`src/rtl/fetch_unit.sv`:
```
// Instruction fetch stage: owns the PC, fetches over a req/ack memory port, holds the IR, squashes on redirect.
// Optional memory-wait counter is built only when FETCH_WAIT_CNT_EN is defined.
module fetch_unit #(
  parameter int unsigned         PC_W     = 8,
  parameter int unsigned         INSTR_W  = 8,
  parameter logic [PC_W-1:0]     RESET_PC = '0
) (
  input  logic               clk,
  input  logic               rst,
  output logic               imem_req,
  output logic [PC_W-1:0]    imem_addr,
  input  logic               imem_ack,
  input  logic [INSTR_W-1:0] imem_rdata,
  input  logic               redirect_en,
  input  logic [PC_W-1:0]    redirect_pc,
  input  logic               stall,
  output logic               ir_valid,
  output logic [INSTR_W-1:0] ir_instr,
  output logic [PC_W-1:0]    ir_pc,
  output logic [4:0]         opcode,
  output logic [2:0]         operand,
  output logic [15:0]        fetch_wait_cnt
);

  // Memory handshake: a request is outstanding while imem_req=1 and imem_addr is held
  // stable until the cycle where imem_ack=1; that cycle completes it and imem_rdata is sampled.
  localparam logic [1:0] ST_FETCH  = 2'd0;
  localparam logic [1:0] ST_HOLD   = 2'd1;
  localparam logic [1:0] ST_SQUASH = 2'd2;

  logic [1:0]         state_q, state_d;
  logic [PC_W-1:0]    pc_q, pc_d;
  logic [PC_W-1:0]    req_addr_q, req_addr_d;
  logic               ir_valid_q, ir_valid_d;
  logic [INSTR_W-1:0] ir_instr_q, ir_instr_d;
  logic [PC_W-1:0]    ir_pc_q, ir_pc_d;

  always_comb begin
    state_d    = state_q;
    pc_d       = pc_q;
    req_addr_d = req_addr_q;
    ir_valid_d = ir_valid_q;
    ir_instr_d = ir_instr_q;
    ir_pc_d    = ir_pc_q;

    // Remember the address of the request in flight so a squash can keep driving it.
    if (state_q == ST_FETCH) req_addr_d = pc_q;

    if (redirect_en) begin
      pc_d       = redirect_pc;
      ir_valid_d = 1'b0;
      if (state_q == ST_HOLD || imem_ack) state_d = ST_FETCH;
      else                                state_d = ST_SQUASH;
    end else begin
      case (state_q)
        ST_FETCH: begin
          if (imem_ack) begin
            ir_instr_d = imem_rdata;
            ir_pc_d    = pc_q;
            pc_d       = pc_q + PC_W'(1);
            ir_valid_d = 1'b1;
            state_d    = ST_HOLD;
          end
        end
        ST_HOLD: begin
          if (ir_valid_q && !stall) begin
            ir_valid_d = 1'b0;
            state_d    = ST_FETCH;
          end
        end
        ST_SQUASH: begin
          if (imem_ack) state_d = ST_FETCH;
        end
        default: state_d = ST_FETCH;
      endcase
    end
  end

  always_ff @(posedge clk) begin
    if (rst) begin
      state_q    <= ST_FETCH;
      pc_q       <= RESET_PC;
      req_addr_q <= RESET_PC;
      ir_valid_q <= 1'b0;
      ir_instr_q <= '0;
      ir_pc_q    <= '0;
    end else begin
      state_q    <= state_d;
      pc_q       <= pc_d;
      req_addr_q <= req_addr_d;
      ir_valid_q <= ir_valid_d;
      ir_instr_q <= ir_instr_d;
      ir_pc_q    <= ir_pc_d;
    end
  end

  assign imem_req  = (state_q != ST_HOLD);
  assign imem_addr = (state_q == ST_SQUASH) ? req_addr_q : pc_q;
  assign ir_valid  = ir_valid_q;
  assign ir_instr  = ir_instr_q;
  assign ir_pc     = ir_pc_q;
  assign opcode    = ir_instr_q[INSTR_W-1 -: 5];
  assign operand   = ir_instr_q[2:0];

`ifdef FETCH_WAIT_CNT_EN
  logic [15:0] wait_cnt_q, wait_cnt_d;

  // Counts every cycle a request waits on memory, squash cycles included; sticks at all-ones.
  always_comb begin
    wait_cnt_d = wait_cnt_q;
    if (imem_req && !imem_ack && (wait_cnt_q != 16'hFFFF)) wait_cnt_d = wait_cnt_q + 16'd1;
  end

  always_ff @(posedge clk) begin
    if (rst) wait_cnt_q <= '0;
    else     wait_cnt_q <= wait_cnt_d;
  end

  assign fetch_wait_cnt = wait_cnt_q;
`else
  assign fetch_wait_cnt = '0;
`endif

endmodule

```
`config.mk`:
```
export PLATFORM = sky130hd
export DESIGN_NAME = fetch_unit
export DESIGN_NICKNAME = d
export VERILOG_FILES = /design/src/rtl/fetch_unit.sv
export SDC_FILE = /design/constraint.sdc
export NUM_CORES = 1
export LEC_CHECK = 0
export CAP_MARGIN = 20
export CELL_PAD_IN_SITES_DETAIL_PLACEMENT = 1
export CELL_PAD_IN_SITES_GLOBAL_PLACEMENT = 1
export CORE_MARGIN = 5
export CORE_UTILIZATION = 46
export CTS_BUF_LIST = sky130_fd_sc_hd__clkbuf_2
export DETAILED_ROUTE_END_ITERATION = 12
export DONT_BUFFER_PORTS = 1
export HOLD_SLACK_MARGIN = 0.15
export PLACE_DENSITY_LB_ADDON = 0.1
export SYNTH_ARGS = -nofsm -noshare
export SYNTH_HDL_FRONTEND = slang
export SYNTH_SLANG_ARGS = --single-unit
export TNS_END_PERCENT = 30
```
`constraint.sdc`:
```
create_clock -name clk -period 2.1 [get_ports clk]
set_input_delay 0.21 -clock clk [delete_from_list [all_inputs] [get_ports clk]]
set_output_delay 0.21 -clock clk [all_outputs]
set_load 0.005 [all_outputs]
```
==> results of run 1 <==
==> what timing repair did <==
| item | CTS | global route |
|---|---|---|
| endpoints found under the hold margin | 35 | 0 |
| hold buffers | 22 | 0 |
| endpoints found under the setup margin | 0 | 0 |
==> metal layers <==
layer	up-vias	routed length (um)	GRT usage
met5	-	0	0
met4	0	79	0.0647
met3	13	342	0.0625
met2	49	2360	0.347
met1	685	1890	0.201
li1	704	-	-
==> power by group through the flow <==
stage | combinational (mW) | sequential (mW) | clock [mW]
floorplan | 0.160 | 0.739 | 0
global placement | 0.138 | 0.755 | 0
detailed placement | 0.144 | 0.758 | 0
CTS | 0.193 | 0.743 | 0.308
global route | 0.215 | 0.751 | 0.338
finish | 0.194 | 0.744 | 0.297
==> placed cells by master (no fill, tap or decap), types with 2 or more instances in the layout <==
| cell type | instances |
|---|---|
| mux2_2 | 8 |
| dlygate4sd3_1 | 21 |
| nor2_1 | 10 |
| a21oi_1 | 24 |
| o21bai_1 | 2 |
| or4_1 | 2 |
| conb_1 | 16 |
| a311oi_1 | 4 |
| nor3b_1 | 2 |
| clkbuf_2 | 5 |
| dfxtp_1 | 35 |
| o21ai_0 | 4 |
| a211oi_1 | 2 |
| nand2_1 | 54 |
| nand3_1 | 4 |
| inv_1 | 2 |
| or3_1 | 3 |
| buf_4 | 5 |
==> critical path, stage by stage, from the launching register on <==
cell and delay [ps]:
dfxtp_1 560, inv_1 140, nor2_1 120, buf_4 180
mux2_2 370
==> registers in the layout, summed over array words and instances, names as in the netlist <==
name,cells
ir_pc,8
pc_q,8
ir_instr,8
state_q,2
req_addr_q,8
ir_valid,1
==> final timing paths <==
| kind | slack [ps] | startpoint | depth (start not counted) | endpoint |
|---|---|---|---|---|
| setup reg to reg | 260 | state_q[0] | 3 | pc_q[5] |
| setup / recovery | 140 | state_q[1] | 4 | imem_addr[6] |
| hold / removal | 190 | redirect_en | 4 | ir_pc[6] |
| hold reg to reg | 470 | req_addr_q[7] | 2 | req_addr_q[7] |
==> per-stage QoR <==
step                worst slack (ps)  instances  cell area, sq um
floorplan                        358        231              1770
global placement                 409        245              1640
detailed placement               329        245              1640
CTS                              136        274              1900
global route                    6.54        274              1900
finish                           138        274              1900
==> kinds of logic after synthesis <==
family          after synthesis  synth area share
compound gates               41             0.140
xor+xnor                      2            0.0102
fa+ha+maj                     2            0.0131
buf+inv                      41             0.144
flops                        35             0.408
mux                           8            0.0524
other cells                   1           0.00218
simple gates                 86             0.230
==> layout make-up <==
cell class	count	area share
Inverter	2	0.00395
Multi-Input combinational cell	155	0.438
Clock inverter	2	0.00461
Timing Repair Buffer	27	0.141
Clock buffer	5	0.0132
Tap cell	48	0.0316
Sequential cell	35	0.368
==> flow_metrics.tcl, run 1 <==
set metrics [dict create \
    drive_above_1_share 0.102 \
    cts_root_buffer "clkbuf_2" \
    p_sw_uw 374 \
    finalSetupViolCount 0 \
    numPortBuffers 0 \
    insertion_delay_ps 370 \
    finalWirelength_mm 4.67 \
    first_pass_iters 4 \
    die_w_um 71.1 \
    cts_buffers 5 \
    drc_errors 0 \
    multi_input_area_sq_um 832 \
    clkPwrFrac 0.240 \
    clock_path_buffers 2 \
    fin_nets 248 \
    yosysSeqAreaShare 0.408 \
    timing.slew.headroom 0.619 \
    ys_ff_latch 35 \
    path_max_fanout 11 \
    post_cts_buffers 0 \
    ys_async_sr_fraction 0 \
    synth_area_leaders "dfxtp_1, nand2_1, buf_4" \
    yosys-top-cells-count "nand2_1, dfxtp_1, a21oi_1, buf_4" \
    rsz0062_at_grt "no" \
    synthFlopType "dfxtp_1" \
    ant_nets 0 \
    pwr-share-comb 0.157 \
    swShare 0.303 \
    fmax_mhz 510 \
    grt-ovfl-total 0 \
    hold_path.class "primary input to flip-flop" \
    synth_edf_count 0 \
    yosysTopAreaCell "dfxtp_1" \
    synth_top_area_frac 0.408 \
    dr_total_vias 1451 \
    cp-start-kind "flip-flop" \
    ir_drop_mv 0.243 \
    antenna_found_initial 0 \
    grt_pass1_vias 1527 \
    start_util 0.473 \
    fillCellCount 450 \
    drt_iter0_drc 95 \
    ctsResizeCount 0 \
    core_area_sq_um 3630 \
    syn_inst 216 \
    routabilityCongestion 0.790 \
    ys.warnings.count 0 \
    post-route-util 0.523 \
    n_antenna_cell 0 \
    synth_most_common_cell "nand2_1" \
    io_pins 71 \
    slew_violations 0 \
    die_h_um 71.1 \
    tightest_slew_ps 570 \
    drv_cap 0 \
    skew_ps 5.65 \
    post_drt_wl_per_cell_um 17.0 \
    p_int_uw 861 \
    dieArea_sq_um 5060 \
    cts_tree "yes" \
    worstSetupPathType "flip-flop to primary output" \
    regArea_sq_um 701 \
    area_growth_pct 10.7 \
    p_per_area_nw_per_um2 649 \
    fin_tns_setup_ps 0 \
    grt_pass1_wl_mm 7.46 \
    min_period_ps 1960 \
    p_leak_nw 0.705 \
    clock-sinks 35 \
    timing.hold.ws_ps 191 \
    power_mw 1.23 \
    clkTransAtPathRegs_ps 180 \
    required_ps 1890 \
    ctsHtreeMaxLevel 2 \
    synth.distinct_cells 38 \
    p_seq_frac 0.602 \
    status "completed" \
    hpwl_mm 3.15 \
    endpoint_kind "primary output" \
    final-hold-violation-count 0 \
    fin_crit_sh 0.934 \
    viasPerCell 5.30 \
    grt_max_degree 36 \
    critPathArrivalTime_ps 1750 \
    rows 22 \
    syn_avg_cell_area_sq_um 7.95 \
    syn_area_sq_um 1720 \
    track_usage 0.189 \
]
(Power assumes the default switching activity.)
==> run 2, diff against run 1 <==
CORE_UTILIZATION = 49   (was 46)
HOLD_SLACK_MARGIN = unset   (was 0.15)
REMOVE_ABC_BUFFERS = 1   (was unset)
clock period = 2.5 ns   (was 2.1 ns; I/O delays follow)
==> flow_metrics.tcl, run 2 (synthesis gave the netlist of run 1 again) <==
set metrics [dict create \
    io_pins 71 \
    slew_violations 0 \
    clock_path_buffers 2 \
    top_usage_layer "met2" \
    final-hold-violation-count 0 \
    fin_tns_setup_ps 0 \
    hold_path.class "primary input to flip-flop" \
    clkPwrFrac 0.328 \
    n_antenna_cell 0 \
    cts_buffers 5 \
    numPortBuffers 0 \
    p_int_uw 825 \
    finalSetupViolCount 0 \
    grt-ovfl-total 0 \
    endpoint_kind "primary output" \
    power_mw 1.15 \
    routabilityCongestion 0.779 \
    fillCellCount 445 \
    timing.slew.headroom 0.634 \
    cts_tree "yes" \
    critPathArrivalTime_ps 1810 \
    p_per_area_nw_per_um2 618 \
    clkTransAtPathRegs_ps 190 \
    fin_ws_ps 440 \
    rsz0062_at_grt "no" \
    use_met1 0.223 \
    cp-start-kind "flip-flop" \
    fin_crit_sh 0.824 \
    dp_slack_ps 730 \
    viasPerCell 5.42 \
    fin_nets 239 \
    finalWirelength_mm 4.42 \
    p_seq_frac 0.547 \
    design_area_sq_um 1860 \
    start_util 0.511 \
    swShare 0.283 \
    met3_usage 0.0652 \
    tightest_slew_ps 547 \
    drt_iter0_drc 56 \
    ctsResizeCount 0 \
    instances_no_fill 264 \
    p_sw_uw 325 \
    area_growth_pct 8.23 \
    skew_ps 10.8 \
    p_leak_nw 0.686 \
    pwr-share-comb 0.124 \
    first_pass_iters 4 \
    post_drt_wl_per_cell_um 16.7 \
    core_area_sq_um 3360 \
    ctsHtreeMaxLevel 2 \
    status "completed" \
    post-route-util 0.553 \
    placed_cells 240 \
    clock-sinks 35 \
    post_cts_buffers 0 \
    dr_total_vias 1430 \
    fmax_mhz 486 \
    gr-usage-met2 0.326 \
    place_area_sq_um 1610 \
    rows 21 \
    mostFrequentLayoutCell "nand2_1" \
    die_h_um 69.2 \
    grt_pass1_wl_mm 7.33 \
    ctsHoldBuffers 14 \
    mostFrequentLayoutCells "nand2_1, dfxtp_1, a21oi_1, conb_1, dlygate4sd3_1" \
    path_max_fanout 11 \
    track_usage 0.190 \
    drc_errors 0 \
    drive_above_1_share 0.101 \
    timing.hold.ws_ps 27.1 \
    grt_pass1_vias 1453 \
    ir_drop_mv 0.314 \
    hpwl_mm 2.89 \
    cts_root_buffer "clkbuf_2" \
    ant_nets 0 \
    die_w_um 69.2 \
    grt_max_degree 33 \
    required_ps 2250 \
    worstSetupPathType "flip-flop to primary output" \
    min_period_ps 2060 \
    insertion_delay_ps 390 \
    dieArea_sq_um 4790 \
    antenna_found_initial 0 \
    drv_cap 0 \
]
## run 2: cell types whose count changed in the layout (fill, tap and decap cells not counted)
cell,delta
buf_4,-3
buf_16,+1
buf_12,-1
bufinv_16,+1
clkinv_4,+1
clkinv_1,-1
dlygate4sd3_1,-6
## run 2: worst max-delay path, stage by stage (launching register included)
cell and delay, ps:
dfxtp_1 560, inv_1 140, nor2_1 150, buf_4 200, mux2_2 370
## run 2: cell type report
cell class	count	area, sq um	area share
Inverter	2	7.51	0.00404
Timing Repair Buffer	18	193	0.104
Clock inverter	3	43.8	0.0236
Multi-Input combinational cell	155	832	0.448
Clock buffer	5	25.0	0.0135
Sequential cell	35	701	0.377
Tap cell	46	57.6	0.0310
## run 2: final timing paths
check | slack (ps) | startpoint | cells after the start | endpoint
max | 440 | state_q[1] | 4 | imem_addr[1]
min | 30 | redirect_pc[4] | 2 | pc_q[4]
min reg2reg | 470 | req_addr_q[0] | 2 | req_addr_q[0]
max reg2reg | 700 | state_q[0] | 3 | pc_q[5]
## run 2: per-layer routing
layer  vias up  part of all wire
met3         7             0.066
met5         -                 0
met4         0             0.010
met2        54              0.51
li1        689                 -
met1       680              0.41
## run 2: power by group through the flow
stage / clock [mW] / combinational (mW) / sequential, mW
floorplan: 0 / 0.0866 / 0.628
global placement: 0 / 0.106 / 0.638
detailed placement: 0 / 0.110 / 0.641
CTS: 0.389 / 0.136 / 0.629
global route: 0.413 / 0.160 / 0.635
finish: 0.377 / 0.143 / 0.629
==> run 3, diff against run 2 <==
CORE_UTILIZATION = 46   (was 49)
clock period = 2.1 ns   (was 2.5 ns; I/O delays follow)
==> flow_metrics.tcl, run 3 (synthesis gave the netlist of run 1 again) <==
set metrics [dict create \
    area_growth_pct 8.38 \
    instances_no_fill 270 \
    pwr-share-comb 0.143 \
    fin_crit_sh 0.904 \
    fmax_mhz 527 \
    fillCellCount 449 \
    path_cells "inv_1 > nor2_1 > buf_4 > mux2_2" \
    p_sw_uw 367 \
    cpMaxStageDelayCell "dfxtp_2" \
    min_period_ps 1900 \
    cts_buffers 5 \
    antenna_found_initial 0 \
    tightest_slew_ps 522 \
    finalWirelength_mm 4.57 \
    hpwl_mm 3.03 \
    drt_iter0_drc 57 \
    swShare 0.298 \
    drc_errors 0 \
    p_leak_nw 0.687 \
    mostFrequentLayoutCells "nand2_1, dfxtp_1, a21oi_1, dlygate4sd3_1, conb_1" \
    clkPwrFrac 0.247 \
    path_buf_inv 2 \
    drive_above_1_share 0.0991 \
    fin_ws_ps 201 \
    cts_root_buffer "clkbuf_2" \
    max_stage_delay_ps 480 \
    path_max_fanout 11 \
    dieArea_sq_um 5060 \
    ir_drop_mv 0.282 \
    slew_violations 0 \
    routabilityCongestion 0.699 \
    cts_tree "yes" \
    die_h_um 71.1 \
    p_int_uw 863 \
    required_ps 1890 \
    clkTransAtPathRegs_ps 190 \
    grt_pass1_vias 1517 \
    skew_ps 25.8 \
    timing.hold.ws_ps 43.6 \
    start_util 0.473 \
    insertion_delay_ps 390 \
    crit_family "flip-flops" \
    die_w_um 71.1 \
    viasPerCell 5.39 \
    core_area_sq_um 3630 \
    dp_slack_ps 336 \
    finalSetupViolCount 0 \
    first_pass_iters 4 \
    grt_max_degree 34 \
    drv_cap 0 \
    cp-start-kind "flip-flop" \
    hold_path.class "primary input to flip-flop" \
    io_pins 71 \
    final-hold-violation-count 0 \
    n_antenna_cell 0 \
    clock_path_buffers 2 \
    post_cts_buffers 0 \
    rsz0062_at_grt "no" \
    rows 22 \
    fin_nets 243 \
    track_usage 0.181 \
    post_drt_wl_per_cell_um 16.9 \
    p_per_area_nw_per_um2 660 \
    fin_tns_setup_ps 0 \
    status "completed" \
    ant_nets 0 \
    worstSetupPathType "flip-flop to primary output" \
    numPortBuffers 0 \
    ctsHtreeMaxLevel 2 \
    dr_total_vias 1455 \
    grt-ovfl-total 0 \
    grt_pass1_wl_mm 7.25 \
    timing.slew.headroom 0.651 \
    post-route-util 0.512 \
    critPathArrivalTime_ps 1690 \
    placed_cells 243 \
    endpoint_kind "primary output" \
    mostFrequentLayoutCell "nand2_1" \
    p_seq_frac 0.609 \
    clock-sinks 35 \
]
run 3: layer usage:
layer / GRT usage / wire length, um / share of wire / vias up
met5: 0 / 0 / 0 / -
met4: 0.0835 / 114 / 0.025 / 0
met2: 0.303 / 2210 / 0.48 / 67
li1: - / - / - / 696
met3: 0.0625 / 364 / 0.080 / 12
met1: 0.207 / 1880 / 0.41 / 680
run 3: metrics by stage:
stage / cell area (sq um) / total power, mW
6_report: 1860 / 1.23
5_1_grt: 1860 / 1.30
4_1_cts: 1850 / 1.24
3_5_place_dp: 1620 / 0.896
3_3_place_gp: 1620 / 0.886
2_1_floorplan: 1530 / 0.850
run 3: what timing repair did:
item                                    in CTS  in global routing
endpoints found under the setup margin       0                  4
hold endpoints to repair                    33                  1
gates resized for setup                      0                  1
hold buffers                                18                  1
run 3: worst register-to-register path, cell delays in order (launching register included):
cell and delay [ps]:
dfxtp_1 480, or3b_1 510, or4_1 530, a311oi_1 240
run 3: worst paths after layout:
| kind | startpoint | depth (start not counted) | endpoint | slack (ps) |
|---|---|---|---|---|
| setup / recovery | state_q[1] | 4 | imem_addr[3] | 200 |
| hold / removal | stall | 2 | ir_valid | 40 |
| setup reg to reg | state_q[0] | 3 | pc_q[5] | 250 |
| hold reg to reg | req_addr_q[7] | 2 | req_addr_q[7] | 480 |
run 3: power by group through the flow:
stage | Clock, mW | Combinational [mW] | Sequential (mW)
floorplan | 0 | 0.103 | 0.747
global placement | 0 | 0.127 | 0.759
detailed placement | 0 | 0.134 | 0.762
CTS | 0.317 | 0.174 | 0.748
global route | 0.344 | 0.199 | 0.756
finish | 0.304 | 0.176 | 0.749
run 3: layout make-up:
| type | count | area, sq um | share of cell area |
|---|---|---|---|
| multi-input combinational | 155 | 832 | 0.447 |
| sequential | 35 | 702 | 0.377 |
| timing repair buffer | 22 | 223 | 0.120 |
| tap | 48 | 60.1 | 0.0323 |
| clock buffer | 6 | 30.0 | 0.0161 |
| clock inverter | 2 | 7.51 | 0.00403 |
| inverter | 2 | 7.51 | 0.00403 |
